**src/rtl/firefly_method_arbiter.sv**
```systemverilog
// Round-robin arbiter sharing one req/busy method port (two 32-bit args) among N clients.
// One transaction in flight at a time; completion or ack timeout is pulsed back to the winner.
module firefly_method_arbiter #(
    parameter int N           = 4,
    parameter int ACK_TIMEOUT = 16,
    parameter int IDX_W       = (N > 1) ? $clog2(N) : 1
) (
    input  logic              clk,
    input  logic              reset,
    input  logic [N-1:0]      cli_req,
    input  logic [32*N-1:0]   cli_a,
    input  logic [32*N-1:0]   cli_b,
    output logic [N-1:0]      cli_done,
    output logic [N-1:0]      cli_err,
    output logic              grant_valid,
    output logic [IDX_W-1:0]  grant_idx,
    output logic              m_req,
    output logic [31:0]       m_a,
    output logic [31:0]       m_b,
    input  logic              m_busy
);

    localparam int CNT_W = $clog2(ACK_TIMEOUT);
    localparam int SUM_W = IDX_W + 1;

    typedef enum logic [1:0] {S_IDLE, S_ISSUE, S_RUN, S_DONE} state_t;

    state_t             state_q, state_d;
    logic [IDX_W-1:0]   rr_q, rr_d;
    logic [IDX_W-1:0]   gidx_q, gidx_d;
    logic               gvalid_q, gvalid_d;
    logic [CNT_W-1:0]   cnt_q, cnt_d;
    logic               mreq_q, mreq_d;
    logic [31:0]        ma_q, ma_d, mb_q, mb_d;
    logic [N-1:0]       done_q, done_d, err_q, err_d;

    logic [2*N-1:0]     req_dbl;
    logic [IDX_W-1:0]   win_off, win_idx, rr_next;
    logic [SUM_W-1:0]   win_sum;
    logic [31:0]        a_sel, b_sel;
    logic [N-1:0]       gnt_oh;

    // Rotate requests so bit 0 is the rr pointer; the lowest set bit is the winner's offset.
    always_comb begin
        req_dbl = {cli_req, cli_req} >> rr_q;
        win_off = '0;
        for (int k = N - 1; k >= 0; k--) begin
            if (req_dbl[k]) win_off = IDX_W'(k);
        end
        win_sum = {1'b0, rr_q} + {1'b0, win_off};
        win_idx = (win_sum >= SUM_W'(N)) ? IDX_W'(win_sum - SUM_W'(N)) : IDX_W'(win_sum);
        rr_next = (win_idx == IDX_W'(N - 1)) ? '0 : win_idx + IDX_W'(1);
    end

    always_comb begin
        a_sel  = '0;
        b_sel  = '0;
        gnt_oh = '0;
        for (int k = 0; k < N; k++) begin
            if (win_idx == IDX_W'(k)) begin
                a_sel = cli_a[32*k +: 32];
                b_sel = cli_b[32*k +: 32];
            end
            gnt_oh[k] = (gidx_q == IDX_W'(k));
        end
    end

    always_comb begin
        state_d  = state_q;
        rr_d     = rr_q;
        gidx_d   = gidx_q;
        gvalid_d = gvalid_q;
        cnt_d    = cnt_q;
        mreq_d   = mreq_q;
        ma_d     = ma_q;
        mb_d     = mb_q;
        done_d   = '0;
        err_d    = '0;
        case (state_q)
            S_IDLE: begin
                // A busy callee in IDLE belongs to another master; hold off granting.
                if ((|cli_req) && !m_busy) begin
                    state_d  = S_ISSUE;
                    gidx_d   = win_idx;
                    gvalid_d = 1'b1;
                    mreq_d   = 1'b1;
                    ma_d     = a_sel;
                    mb_d     = b_sel;
                    rr_d     = rr_next;
                    cnt_d    = '0;
                end
            end
            S_ISSUE: begin
                if (m_busy) begin
                    mreq_d  = 1'b0;
                    state_d = S_RUN;
                end else if (cnt_q == CNT_W'(ACK_TIMEOUT - 1)) begin
                    mreq_d   = 1'b0;
                    gvalid_d = 1'b0;
                    err_d    = gnt_oh;
                    state_d  = S_IDLE;
                end else begin
                    cnt_d = cnt_q + CNT_W'(1);
                end
            end
            S_RUN: begin
                if (!m_busy) begin
                    done_d   = gnt_oh;
                    gvalid_d = 1'b0;
                    state_d  = S_DONE;
                end
            end
            S_DONE: state_d = S_IDLE;
            default: state_d = S_IDLE;
        endcase
    end

    always_ff @(posedge clk or posedge reset) begin
        if (reset) begin
            state_q  <= S_IDLE;
            rr_q     <= '0;
            gidx_q   <= '0;
            gvalid_q <= 1'b0;
            cnt_q    <= '0;
            mreq_q   <= 1'b0;
            ma_q     <= '0;
            mb_q     <= '0;
            done_q   <= '0;
            err_q    <= '0;
        end else begin
            state_q  <= state_d;
            rr_q     <= rr_d;
            gidx_q   <= gidx_d;
            gvalid_q <= gvalid_d;
            cnt_q    <= cnt_d;
            mreq_q   <= mreq_d;
            ma_q     <= ma_d;
            mb_q     <= mb_d;
            done_q   <= done_d;
            err_q    <= err_d;
        end
    end

    assign cli_done    = done_q;
    assign cli_err     = err_q;
    assign grant_valid = gvalid_q;
    assign grant_idx   = gidx_q;
    assign m_req       = mreq_q;
    assign m_a         = ma_q;
    assign m_b         = mb_q;

endmodule

```
**config.mk**
```make
export PLATFORM = sky130hd
export DESIGN_NAME = firefly_method_arbiter
export DESIGN_NICKNAME = d
export VERILOG_FILES = /design/src/rtl/firefly_method_arbiter.sv
export SDC_FILE = /design/constraint.sdc
export NUM_CORES = 1
export LEC_CHECK = 0
export CAP_MARGIN = 40
export CORE_AREA = 2 2 132 134
export CTS_CLUSTER_DIAMETER = 60
export DETAILED_ROUTE_END_ITERATION = 8
export DIE_AREA = 0 0 134 136
export GPL_ROUTABILITY_DRIVEN = 0
export PLACE_DENSITY_LB_ADDON = 0.1
export SLEW_MARGIN = 15
export SYNTH_ARGS = -nofsm -noshare
export SYNTH_HDL_FRONTEND = slang
export SYNTH_SLANG_ARGS = --single-unit
```
**constraint.sdc**
```tcl
create_clock -name clk -period 2.7 [get_ports clk]
set_input_delay 0.54 -clock clk [delete_from_list [all_inputs] [get_ports clk]]
set_output_delay 0.54 -clock clk [all_outputs]
set_load 0.01 [all_outputs]
```
# Word level (Yosys, flattened, before mapping)
# Index checks and enable logic that the tools add are counted.
dict set report word_totals {
  reg_bits 84
  input_bits 263
  word_cells 80
}
dict set report op_classes {
  n_addsub 4
  magnitude_cmp 1
  n_eq_ne 16
  shift 1
  mux 35
  n_reduce_logical 13
}
# operator count
set op_table {}
lappend op_table {{$mux 32} 8}
lappend op_table {{$mux 4} 8}
lappend op_table {{$mux 2} 10}
lappend op_table {{$eq 2x2->1 const B} 6}
lappend op_table {{$ne 2x2->1 const B} 5}
lappend op_table {{$pmux 2 s4} 1}
lappend op_table {{$pmux 4 s2} 1}
lappend op_table {{$shr 8x2->4} 1}
lappend op_table {{$eq 2x1->1 const B} 3}
lappend op_table {{$logic_not 2->1} 3}
lappend op_table {{$reduce_and 3->1} 2}
lappend op_table {{$mux 1} 5}
lappend op_table {{$reduce_and 5->1} 1}
lappend op_table {{$add 4x1->4 const B} 1}
lappend op_table {{$eq 4x4->1 const B} 1}
lappend op_table {{$reduce_and 4->1} 1}
lappend op_table {{$reduce_or 4->1} 1}
lappend op_table {{$add 2x2->3} 1}
lappend op_table {{$ge 3x3->1 const B} 1}
lappend op_table {{$ne 3x3->1 const B} 1}
lappend op_table {{$pmux 1 s3} 1}
lappend op_table {{$reduce_bool 3->1} 1}
lappend op_table {{$add 2x1->2 const B} 1}
lappend op_table {{$pmux 1 s2} 1}
lappend op_table {{5 further kinds} 5}

# Logic depth before layout (Yosys ltp)
dict set report logic_depth {
  ltp_word 13
  mapped_depth 16
}

# Worst setup path after synthesis
# OpenSTA, ideal clock, no wires.
dict set report synth_path {
  path_kind {in2reg}
  start {in cli_req[2]}
  end {reg ma_q[6] (netlist: m_a[6])}
  setup_time_ps 77
  arrival_time_ps 2900
  path_slack_ps -277
  stages 14
  path_buffers 3
  path_cell_list {buf_2 or4_1 o2111ai_1 ha_1 xnor2_1 xnor2_1 ha_1 nor2b_1 clkbuf_1 buf_2 a221oi_1 nor3_1 a21oi_1 a21oi_1}
}
dict set report synth_via {
  elab_chain_len 13
  word_cells_on_any_way 20
}
# element line_no
set synth_rtl {}
lappend synth_rtl {{from (decl)} 10} ;# input logic [N-1:0] cli_req,
lappend synth_rtl {{$shr 8x2->4} 45} ;# req_dbl = {cli_req, cli_req} >> rr_q;
lappend synth_rtl {{$mux 2 (4 in series)} 48} ;# if (req_dbl[k]) win_off = IDX_W'(k);
lappend synth_rtl {{$add 2x2->3} 50} ;# win_sum = {1'b0, rr_q} + {1'b0, win_off};
lappend synth_rtl {{$ge 3x3->1 / $sub 2x1->2 (equally long branches)} 51} ;# win_idx = (win_sum >= SUM_W'(N)) ? IDX_W'(win_sum - SUM_W'(N)) : IDX_W'(win_sum);
lappend synth_rtl {{$mux 2} 51}
lappend synth_rtl {{$logic_not 2->1} 60} ;# if (win_idx == IDX_W'(k)) begin
lappend synth_rtl {{$mux 32 (4 in series)} 60}
lappend synth_rtl {{to (signal assigned)} 137} ;# ma_q <= ma_d;
lappend synth_rtl {{to (decl)} 34} ;# logic [31:0] ma_q, ma_d, mb_q, mb_d;
# Several ways; a longest one is shown, not always the timed one.
# A chain may end at the register's enable or synchronous reset.

# Worst setup path in the final report
dict set report layout_path {
  start {in cli_req[1]}
  end {reg ma_q[27] (netlist: m_a[27])}
}
# Same word-level chain as after synthesis.

==> results.yml <==
floorplanning:
  dieArea_sq_um: 18200
  die_w_um: 134
  start_util_pct: 31.1
  ios: 339
  rows: 48
  dieHeight_um: 136
  coreArea_sq_um: 16900
setup_path:
  crit_chain: "clkdlybuf4s15_2 -> nor2_2 -> or4_4 -> o2111ai_2 -> ha_2 -> xnor2_2 -> xnor2_2 -> buf_4 -> ha_4 -> buf_4 -> buf_12 -> a221oi_1 -> nor3_1 -> a21oi_1 -> a21oi_1"
  rr_startpoint: "rr_q[0]"
  critPathCaptureType: "flop"
  crit_path_start_kind: "primary input"
  path_class: "primary input to flop"
  arrival_ps: 3140
  crit_required_ps: 2920
  crit_path_top_delay_cell: "or4_4"
  worstPathMaxFanout: 8
  max_stage_delay_ps: 510
  critPathLaunch: "cli_req[1]"
synthesis:
  ys_top_cells_by_area: "dfrtp_1 (40%), a21oi_1 (12%), a221oi_1 (11%)"
  synth.avg_cell_area_sq_um: 8.34
  synth_area_sq_um: 5260
  synth_ff_type: "dfrtp_1"
  synth.yosys.warnings: 0
  synth.largest_area_cell: "dfrtp_1"
  synth_top_cell_area_share_pct: 40.0
  synth-edff-count: 0
  synth_nets: 902
  yosysMostFrequentCell: "a21oi_1"
  ys_types: 38
  async_flop_share_pct: 100
  synth_common_cells: "a21oi_1 (130), dfrtp_1 (84), nor2_1 (83)"
  synth_seq_area_share_pct: 40.0
  yosys_register_bits: 84
  syn_inst: 630
power:
  p_clk_share_pct: 8.7
  p_total_mw: 16.5
  switching_power_mw: 7.31
  p_leak_nw: 3.94
  seqPwrFrac_pct: 13.6
  internal_power_mw: 9.18
  peakVddDrop_uv: 709
  p_per_area_nw_per_um2: 1600
  comb_power_share_pct: 77.6
  p_sw_share_pct: 44.3
sta:
  worst_slew_pin_slew_ps: 534
  fin_crit_sh_pct: 108
  setup_violations: 64
  min_period_ps: 2920
  skew_ps: 7.49
  grt_setup_unrepaired: "true"
  finalHoldViolations: 0
  slew_viol_final: 0
  setup_ws_ps: -218
  slew_headroom_pct: 64.0
  max_freq_mhz: 343
placed_design:
  postPlaceCellArea_sq_um: 9110
  placedCellCount: 1168
  port_buffers: 338
  hpwl_mm: 16.4
routing:
  drtAntennaViolNets: 0
  viasPerCell: 5.23
  drcViolationCount: 0
  wl_per_cell_um: 19.7
  wl_mm: 23.6
  initialDrtViolationCount: 351
  firstDrtPassIters: 6
  vias: 6264
worst_hold_path:
  hold_class: "flop to flop"
  hp-start: "grant_valid"
cells_and_area:
  postLayoutCellArea_sq_um: 10300
  syn_to_final_growth_pct: 96.0
  fin_cells: 1198
  drive_gt1_share_pct: 16.5
  nets: 1240
  fin_util_pct: 61.1
  antenna_cells: 0
global_routing:
  grt_pass1_vias: 6265
  grt_antenna_before_repair: 0
  grt_max_degree: 85
  grt_first_pass_wirelength_mm: 34.4
  grt.total_usage_pct: 24.5
  overflow: 0
outcome:
  violations: "setup timing"
  status: "finished, violations left"
cts:
  hold_buffers: 0
  root_buffer: "clkbuf_16"
  clk_pin_slew_ps: 60
  cts_tree: "built"
  clock_path_buffers: 2
  cts_buffers: 9
  htreeDepth: 3
  insertion_delay_ps: 350
  clock-sinks: 84
job:
  drv_cap: 0
stage by stage:
stage / hold slack [ps] / setup slack, ps / setup TNS [ps]
after floorplan: 484 / -187 / -11010
after global placement: 468 / -785 / -44320
after detailed placement: 468 / -872 / -48840
after CTS: 494 / -196 / -9080
after global routing: 519 / -329 / -16920
final: 491 / -218 / -8880
cells in the final DEF, fill, tap and decap left out, types with 3 or more instances in the layout:
cell type | netlist | routed
nand2b_1 | 6 | 6
nor2_1 | 83 | 82
buf_12 | 0 | 12
dfrtp_1 | 84 | 84
a21oi_1 | 130 | 126
a21oi_2 | 0 | 4
clkdlybuf4s50_1 | 0 | 334
bufinv_16 | 0 | 3
nor3_1 | 66 | 54
a221oi_1 | 64 | 3
clkbuf_16 | 0 | 11
buf_4 | 0 | 25
o211ai_1 | 4 | 4
inv_1 | 6 | 5
buf_6 | 14 | 5
nand2_1 | 16 | 16
nor2b_1 | 64 | 63
ha_1 | 9 | 4
o21ai_0 | 8 | 7
a221oi_2 | 0 | 49
nor3_2 | 0 | 12
ha_4 | 0 | 3
buf_16 | 0 | 7
a221oi_4 | 0 | 12
timing repair:
action / 4_1_cts / 5_1_grt
endpoints found under the setup margin: 64 / 64
setup buffers: 5 / 0
cloned: 7 / 2
pin swaps: 19 / 20
hold endpoints to repair: 0 / 0
resized for setup: 67 / 41
worst max-delay path: cells and delay by family:
family | cells | cell delay (ps)
adders and majority gates | 2 | 390
and+or+nand+nor | 3 | 650
xor gates and xnor gates | 2 | 220
buffers and inverters | 4 | 700
AOI/OAI and AO/OA | 4 | 640
cell families after synthesis:
kind of cell,share of synthesized area (%)
AOI/OAI and AO/OA,26.3
xor gates and xnor gates,0.667
adders and majority gates,2.14
buffers and inverters,7.14
DFF,40.0
and+or+nand+nor,23.8
final timing paths:
path                                end  slack, ps  depth (start not counted)
setup / recovery                m_a[27]       -220                         15
min in group asynchronous        m_a[8]        690                          3
setup reg to reg                m_a[27]       -210                         13
max in group asynchronous  grant_idx[1]       1650                          3
hold reg to reg             grant_valid        490                          2
hold / removal              grant_valid        490                          2
layout make-up:
cell class	count	area, sq um
timing repair buffer	389	4110
sequential	84	2100
clock inverter	6	111
fill	1405	6570
tap	225	282
inverter	6	26.3
multi-input combinational	478	3450
clock buffer	10	229
power groups by stage:
stage | logic (mW) | registers, mW | clock network (mW)
final | 12.8 | 2.25 | 1.44
after global routing | 13.8 | 2.32 | 1.51
after CTS | 11.7 | 2.25 | 1.47
after detailed placement | 9.80 | 2.26 | 0
after global placement | 9.58 | 2.24 | 0
after floorplan | 6.16 | 2.46 | 0
flip-flops by register name (all words and copies together) (netlist names), named ones only:
signal / count
grant_valid: 1
grant_idx: 2
m_a: 32
cli_err: 4
m_b: 32
cnt_q: 4
rr_q: 2
m_req: 1
cli_done: 4
state_q: 1
routing by layer:
| layer | routed length (um) | vias to the layer above | global-route usage, % | part of all wire [%] |
|---|---|---|---|---|
| li1 | - | 2996 | - | - |
| met1 | 8950 | 2944 | 28.4 | 38 |
| met2 | 12200 | 276 | 43.8 | 52 |
| met3 | 1700 | 48 | 5.41 | 7.2 |
| met4 | 753 | 0 | 9.87 | 3.2 |
| met5 | 0 | - | 0 | 0 |
Note: power is estimated with default switching activity, not from simulation.
